File: src/rtl/morse_sequencer.sv
// morse_sequencer: converts one Morse character per valid/ready handshake
// into timed key on/off intervals. A unit is one unit_tick pulse.
//
// state | meaning
// IDLE  | waiting for a character, sym_ready high
// MARK  | key on for the current element (1 unit dot, 3 units dash)
// SPACE | key off between elements of one character (1 unit)
// GAP   | trailing key-off gap (3 units, or 7 for a word end)
module morse_sequencer #(
    parameter int MAX_LEN = 5
) (
    input  logic       clk,
    input  logic       reset,
    input  logic       unit_tick,
    input  logic       abort,
    input  logic       sym_valid,
    output logic       sym_ready,
    input  logic [4:0] sym_bits,
    input  logic [2:0] sym_len,
    input  logic       sym_word_end,
    output logic       key_out,
    output logic       busy,
    output logic       char_done
);

    typedef enum logic [1:0] {
        IDLE  = 2'd0,
        MARK  = 2'd1,
        SPACE = 2'd2,
        GAP   = 2'd3
    } state_t;

    localparam logic [2:0] MAX_LEN_L = 3'(MAX_LEN);

    state_t     state_q, state_d;
    logic [7:0] bits_q, bits_d;
    logic [2:0] len_q, len_d;
    logic [2:0] idx_q, idx_d;
    logic [2:0] tick_q, tick_d;
    logic       word_end_q, word_end_d;
    logic       key_d, busy_d, done_d, ready_d;
    logic [2:0] target;
    logic [2:0] len_clamped;
    logic       last_tick;

    // Interval length of the current state and detection of its final tick.
    always_comb begin
        target = 3'd1;
        case (state_q)
            MARK:    target = bits_q[idx_q] ? 3'd3 : 3'd1;
            SPACE:   target = 3'd1;
            GAP:     target = word_end_q ? 3'd7 : 3'd3;
            default: target = 3'd1;
        endcase
        last_tick   = unit_tick && (tick_q == target - 3'd1);
        len_clamped = (sym_len > MAX_LEN_L) ? MAX_LEN_L : sym_len;
    end

    // Next-state, datapath and next registered-output computation.
    always_comb begin
        state_d    = state_q;
        bits_d     = bits_q;
        len_d      = len_q;
        idx_d      = idx_q;
        tick_d     = tick_q;
        word_end_d = word_end_q;
        done_d     = 1'b0;

        case (state_q)
            IDLE: begin
                if (sym_valid && sym_ready) begin
                    bits_d     = {3'b000, sym_bits};
                    len_d      = len_clamped;
                    word_end_d = sym_word_end;
                    idx_d      = 3'd0;
                    tick_d     = 3'd0;
                    state_d    = (len_clamped != 3'd0) ? MARK : GAP;
                end
            end
            MARK: begin
                if (last_tick) begin
                    tick_d  = 3'd0;
                    state_d = (idx_q < len_q - 3'd1) ? SPACE : GAP;
                end else if (unit_tick) begin
                    tick_d = tick_q + 3'd1;
                end
            end
            SPACE: begin
                if (last_tick) begin
                    tick_d  = 3'd0;
                    idx_d   = idx_q + 3'd1;
                    state_d = MARK;
                end else if (unit_tick) begin
                    tick_d = tick_q + 3'd1;
                end
            end
            GAP: begin
                if (last_tick) begin
                    tick_d  = 3'd0;
                    done_d  = 1'b1;
                    state_d = IDLE;
                end else if (unit_tick) begin
                    tick_d = tick_q + 3'd1;
                end
            end
            default: state_d = IDLE;
        endcase

        // Abort overrides any tick; in IDLE it is ignored so a request still lands.
        if (abort && state_q != IDLE) begin
            state_d = IDLE;
            tick_d  = 3'd0;
            idx_d   = 3'd0;
            done_d  = 1'b0;
        end

        key_d   = (state_d == MARK);
        busy_d  = (state_d != IDLE);
        ready_d = (state_d == IDLE);
    end

    // State, datapath and output registers.
    always_ff @(posedge clk or posedge reset) begin
        if (reset) begin
            state_q    <= IDLE;
            bits_q     <= 8'd0;
            len_q      <= 3'd0;
            idx_q      <= 3'd0;
            tick_q     <= 3'd0;
            word_end_q <= 1'b0;
            key_out    <= 1'b0;
            busy       <= 1'b0;
            char_done  <= 1'b0;
            sym_ready  <= 1'b1;
        end else begin
            state_q    <= state_d;
            bits_q     <= bits_d;
            len_q      <= len_d;
            idx_q      <= idx_d;
            tick_q     <= tick_d;
            word_end_q <= word_end_d;
            key_out    <= key_d;
            busy       <= busy_d;
            char_done  <= done_d;
            sym_ready  <= ready_d;
        end
    end

endmodule
File: config.mk
export PLATFORM = sky130hd
export DESIGN_NAME = morse_sequencer
export DESIGN_NICKNAME = d
export VERILOG_FILES = /design/src/rtl/morse_sequencer.sv
export SDC_FILE = /design/constraint.sdc
export NUM_CORES = 1
export LEC_CHECK = 0
export BUFFER_PORTS_ARGS = -buffer_cell sky130_fd_sc_hd__buf_2
export CAP_MARGIN = 20
export CORE_MARGIN = 5
export CORE_UTILIZATION = 45
export CTS_BUF_LIST = sky130_fd_sc_hd__clkbuf_4
export CTS_CLUSTER_SIZE = 30
export DETAILED_ROUTE_END_ITERATION = 10
export GPL_TIMING_DRIVEN = 0
export PLACE_DENSITY_LB_ADDON = 0.12
export SKIP_CTS_REPAIR_TIMING = 1
export SLEW_MARGIN = 20
export SYNTH_ARGS = -nofsm -noshare
export SYNTH_HDL_FRONTEND = slang
export SYNTH_SLANG_ARGS = --single-unit
File: constraint.sdc
create_clock -name clk -period 1.77 [get_ports clk]
set_clock_uncertainty 0.1 [all_clocks]
set_input_delay 0.0885 -clock clk [delete_from_list [all_inputs] [get_ports clk]]
set_output_delay 0.0885 -clock clk [all_outputs]
set_load 0.01 [all_outputs]
==> impl.org <==
** Route
- Across all layers, the routed design uses 921 vias.
- Count of nets left with antenna violations after detail routing :: 0
- Starting DRT DRC Count :: 20
- After detailed routing, the average wire length per cell comes to roughly 14 µm.
- The first detailed-routing pass ran for 4 iterations.
- Number of remaining DRC errors :: 0
- WL final :: 2.44 mm
- Dividing the detail-routed via count by the number of cells gives roughly 5.4.

** Logic synthesis
- Counting instances in the post-synthesis netlist gives the leading cell types as 20 x sky130_fd_sc_hd__dfrtp_1, 7 x sky130_fd_sc_hd__inv_1, 7 x sky130_fd_sc_hd__mux2_2, 6 x sky130_fd_sc_hd__a21oi_1, 6 x sky130_fd_sc_hd__nand2_1.
- Fraction of the yosys area taken by sequential cells :: 46.2%
- Counting every net in the synthesized netlist gives 125.
- Post-synth cell types :: between 40 and 50
- Post-synthesis share of cell area spent on and, or, nand and nor gates :: 18.8%
- The Yosys step of the flow raised 0 warnings.
- Instance count of the mapped netlist :: 106
- After synthesis, the share of cell area in mux cells is 9.55%.
- Async set-reset flop share out of synthesis :: 100%
- Number of enable-type register cells in the synthesized netlist :: 0
- Leading cell type by number of instances after synthesis :: sky130_fd_sc_hd__dfrtp_1
- In this run, synthesis produced a sequential element count of 21.
- After synthesis, the largest family of logic cells by area is simple AND/OR/NAND/NOR gates.
- The synthesized design devotes to its leading area cell type a little over two fifths of total area.
- The synthesized netlist devotes less than 1% of its cell area to XOR and XNOR gates.
- In the post-synthesis netlist, the biggest area contributors are sky130_fd_sc_hd__dfrtp_1 44%, sky130_fd_sc_hd__mux2_2 6.9%, sky130_fd_sc_hd__ha_1 5.5%.
- Post-synth top area cell :: sky130_fd_sc_hd__dfrtp_1
- In the synthesized netlist the dominant register cell turns out to be sky130_fd_sc_hd__dfrtp_1.
- After Yosys synthesis, full adders, half adders and majority gates account for 5.49% of the synthesized area.
- Post-synthesis compound-gate area fraction :: 15.8%
- Syn Std Cell Area :: 1140 µm²
- Avg Cell Area, Syn :: 10.8 µm²

** Clocking
- CTS tree :: built
- Clock Pin Slew Worst Setup and Hold Paths :: 0.12 ns
- Clock tree synthesis selected as its root buffer the cell sky130_fd_sc_hd__clkbuf_4.
- Clock tree synthesis inserted a total of 3 buffers.
- Level count of the clock H-tree :: 1
- At the later pin of the worst-skew pair, clock insertion delay measures 0.31 ns.
- In this run the deepest clock path goes through 2 buffers.
- Counting every sink on the clock net gives 21.

** Timing
- Final worst setup slack :: -0.189 ns
- The worst pin sits at a relative slew slack of 45.1%.
- Setup repair after global routing could not meet its margin everywhere.
- Slew at the pin closest to its max-slew limit :: 0.822 ns
- The max-slew violation total from the final report was 0.
- Final hold violation count :: 0
- Maximum clock frequency :: 510 MHz
- Fin crit share :: 111%
- Setup violations remaining at the end of the flow were counted as 10.
- The smallest clock period supported by the final layout is computed as 1.96 ns.

** Cells and area
- The repair_antennas step left the layout with diodes totalling 0.
- Registers take 532 µm².
- Layout-stage area growth over the synthesis result :: 29.2%
- The final layout contains 162 nets.
- Summing all multi-input logic gate instances after layout gives approximately 600 µm².
- Number of cells in the finished layout apart from fillers :: 172
- Fill cells in the final layout number 219.
- Of the cells placed in the final design, the portion with a size suffix greater than 1 is between 30% and 40%.

** Global route
- The number of antenna violations at the first check in global routing is 0.
- Final global-route overflow total :: 0
- The number of global-route vias before repair is slightly below 900.
- The first global-routing pass estimated 3.77 mm of wire.
- For this run, the total global-route usage over all layers was measured as 13.8%.
- Entering global routing, the biggest net connects 22 pins.

** Floorplan
- 18 I/O pins were placed.
- The floorplan step set the die width to 60.3 µm.
- The floorplan step defined a core boundary enclosing 2450 µm².
- The floorplan has 18 rows.
- For this configuration, the core starts out at a cell density of 46.4%.
- In this run the vertical extent of the chip is around 60 µm.
- Area of the die :: 3640 µm²

** Worst setup path
- Slowest-stage cell, CP :: sky130_fd_sc_hd__dfrtp_2
- Walking the worst path, the cells encountered are or3b_1 -> o22ai_2 -> or3_4 -> nand2_8 -> or2_4 -> o311ai_2.
- Internal reg-to-reg setup slack :: -0.19 ns
- STA classifies the critical path startpoint as a register.
- STA puts the critical path data arrival time at 2.07 ns.
- Among cell families on the critical path, the largest total delay comes from simple AND/OR/NAND/NOR gates.
- Required time at the worst-slack endpoint :: 1.88 ns
- Capturing element type of the critical path :: register
- The critical path is of the reg -> reg type.
- End of the worst register-to-register path :: key_out$_DFF_PP0_
- Largest fanout of any net on the critical path :: 10
- Startpoint of the worst-slack reg-to-reg timing path :: idx_q[1]$_DFFE_PP0P_
- Cell depth of the worst flop-to-flop path :: 6
- Crit-path max cell delay :: 0.46 ns
- Counting both buffers and inverters, the worst setup path holds a total of 0.

** Power and ir drop
- Maximum vdd ir drop :: approximately 0.80 mV
- In this run the power density over the cells is 1310 nW/µm².
- Overall power consumption after layout is estimated at between 1.5 and 2 mW.
- Summed over all cells, the static leakage comes to 0.693 nW.

** Outcome
- Result of the run :: finished with violations
- Failing checks :: negative setup slack

** Placement
- Buffers placed on the I/O ports in this run total 17.
- The congestion estimate from routability-driven global placement came to 0.750.
- The wire-length estimate of the detail-placed layout is 1.72 mm.
- Worst-case setup slack after placement :: -0.289 ns
- Placed instance count :: 153

** Hold path
- Cell count of the worst hold path :: 3
- The startpoint identified for the worst hold timing path is abort.
- Worst Hold Endpoint :: state_q[1]$_DFF_PP0_
- The path class of the tightest hold or removal check is in -> reg.

** Flow run
- Total of max-cap violations :: 0
-- state kept, by name, summed over array words and instances (netlist names) --
signal      cells
bits_q          5
sym_ready       1
busy            1
char_done       1
state_q         2
len_q           3
tick_q          3
word_end_q      1
key_out         1
idx_q           3
-- worst register-to-register path, stage by stage (launching register included) --
cell,delay [ns]
sky130_fd_sc_hd__dfrtp_2,0.46
sky130_fd_sc_hd__or3b_1,0.37
sky130_fd_sc_hd__o22ai_2,0.21
sky130_fd_sc_hd__or3_4,0.21
sky130_fd_sc_hd__nand2_8,0.08
sky130_fd_sc_hd__or2_4,0.25
sky130_fd_sc_hd__o311ai_2,0.20
-- report_power, final --
part	total (mW)	switching, mW	leakage (nW)	internal [mW]
combinational	0.891	0.448	0.417	0.443
sequential	0.781	0.119	0.258	0.662
clock	0.251	0.148	0.0184	0.103
-- worst max-delay path by stage --
stage | from | endpoint | cells past startpoint
finish | idx_q[1]$_DFFE_PP0P_ | key_out$_DFF_PP0_ | 6
floorplan | idx_q[1]$_DFFE_PP0P_ | key_out$_DFF_PP0_ | 6
detailed placement | state_q[0]$_DFF_PP0_ | bits_q[0]$_DFFE_PP0P_ | 4
global route | idx_q[2]$_DFFE_PP0P_ | key_out$_DFF_PP0_ | 6
global placement | state_q[0]$_DFF_PP0_ | len_q[2]$_DFFE_PP0P_ | 4
CTS | state_q[0]$_DFF_PP0_ | bits_q[4]$_DFFE_PP0P_ | 4
-- placed cells by master (no fill, tap or decap), types with 4 or more instances in the layout --
cell type                       synthesis  routed
sky130_fd_sc_hd__dfrtp_1               20      16
sky130_fd_sc_hd__mux2_2                 7       7
sky130_fd_sc_hd__buf_2                  1      18
sky130_fd_sc_hd__nand2_1                6       6
sky130_fd_sc_hd__dlygate4sd3_1          0      11
sky130_fd_sc_hd__o21ai_0                5       5
sky130_fd_sc_hd__dfrtp_2                0       4
sky130_fd_sc_hd__buf_4                  0       5
sky130_fd_sc_hd__a21oi_1                6       6
sky130_fd_sc_hd__clkbuf_4               0       4
sky130_fd_sc_hd__ha_1                   5       5
sky130_fd_sc_hd__inv_1                  7       7
sky130_fd_sc_hd__nor2_1                 5       5
-- stage by stage --
stage	TNS (ns)	instance area, µm²	hold WS, ns	utilization (%)
after CTS	-3.30	1290	-0.165	52.8
after global routing	-2.08	1470	0.0404	60.0
after global placement	-2.75	1260	0.174	51.5
after detailed placement	-2.93	1260	0.184	51.5
after floorplan	-0.0899	1140	-0.0358	-
final	-1.12	1470	0.0430	60.0
-- layout make-up --
type / instances / area share, %
multi-input combinational: 75 / 41.0
sequential: 21 / 36.1
timing repair buffer: 32 / 15.3
tap: 30 / 2.55
clock buffer: 4 / 2.04
inverter: 7 / 1.78
buffer: 3 / 1.19
-- metal layers --
metal	global-route usage (%)	up-vias	part of all wire, %
met2	23.9	15	50
met4	5.70	0	1.2
met3	2.13	4	3.6
met5	0	-	0
met1	17.0	439	45
li1	-	463	-
-- kinds of logic (layout without fill, tap and decap cells) --
logic type               count (synthesis)  in the layout
AND/OR/NAND/NOR                         34             34
buffers and inverters                   10             46
XOR/XNOR                                 1              1
adder cells (fa/ha/maj)                  5              5
flip-flops                              21             21
multiplexers                            10             10
AO/OA/AOI/OAI                           25             25
(Power assumes the default switching activity.)
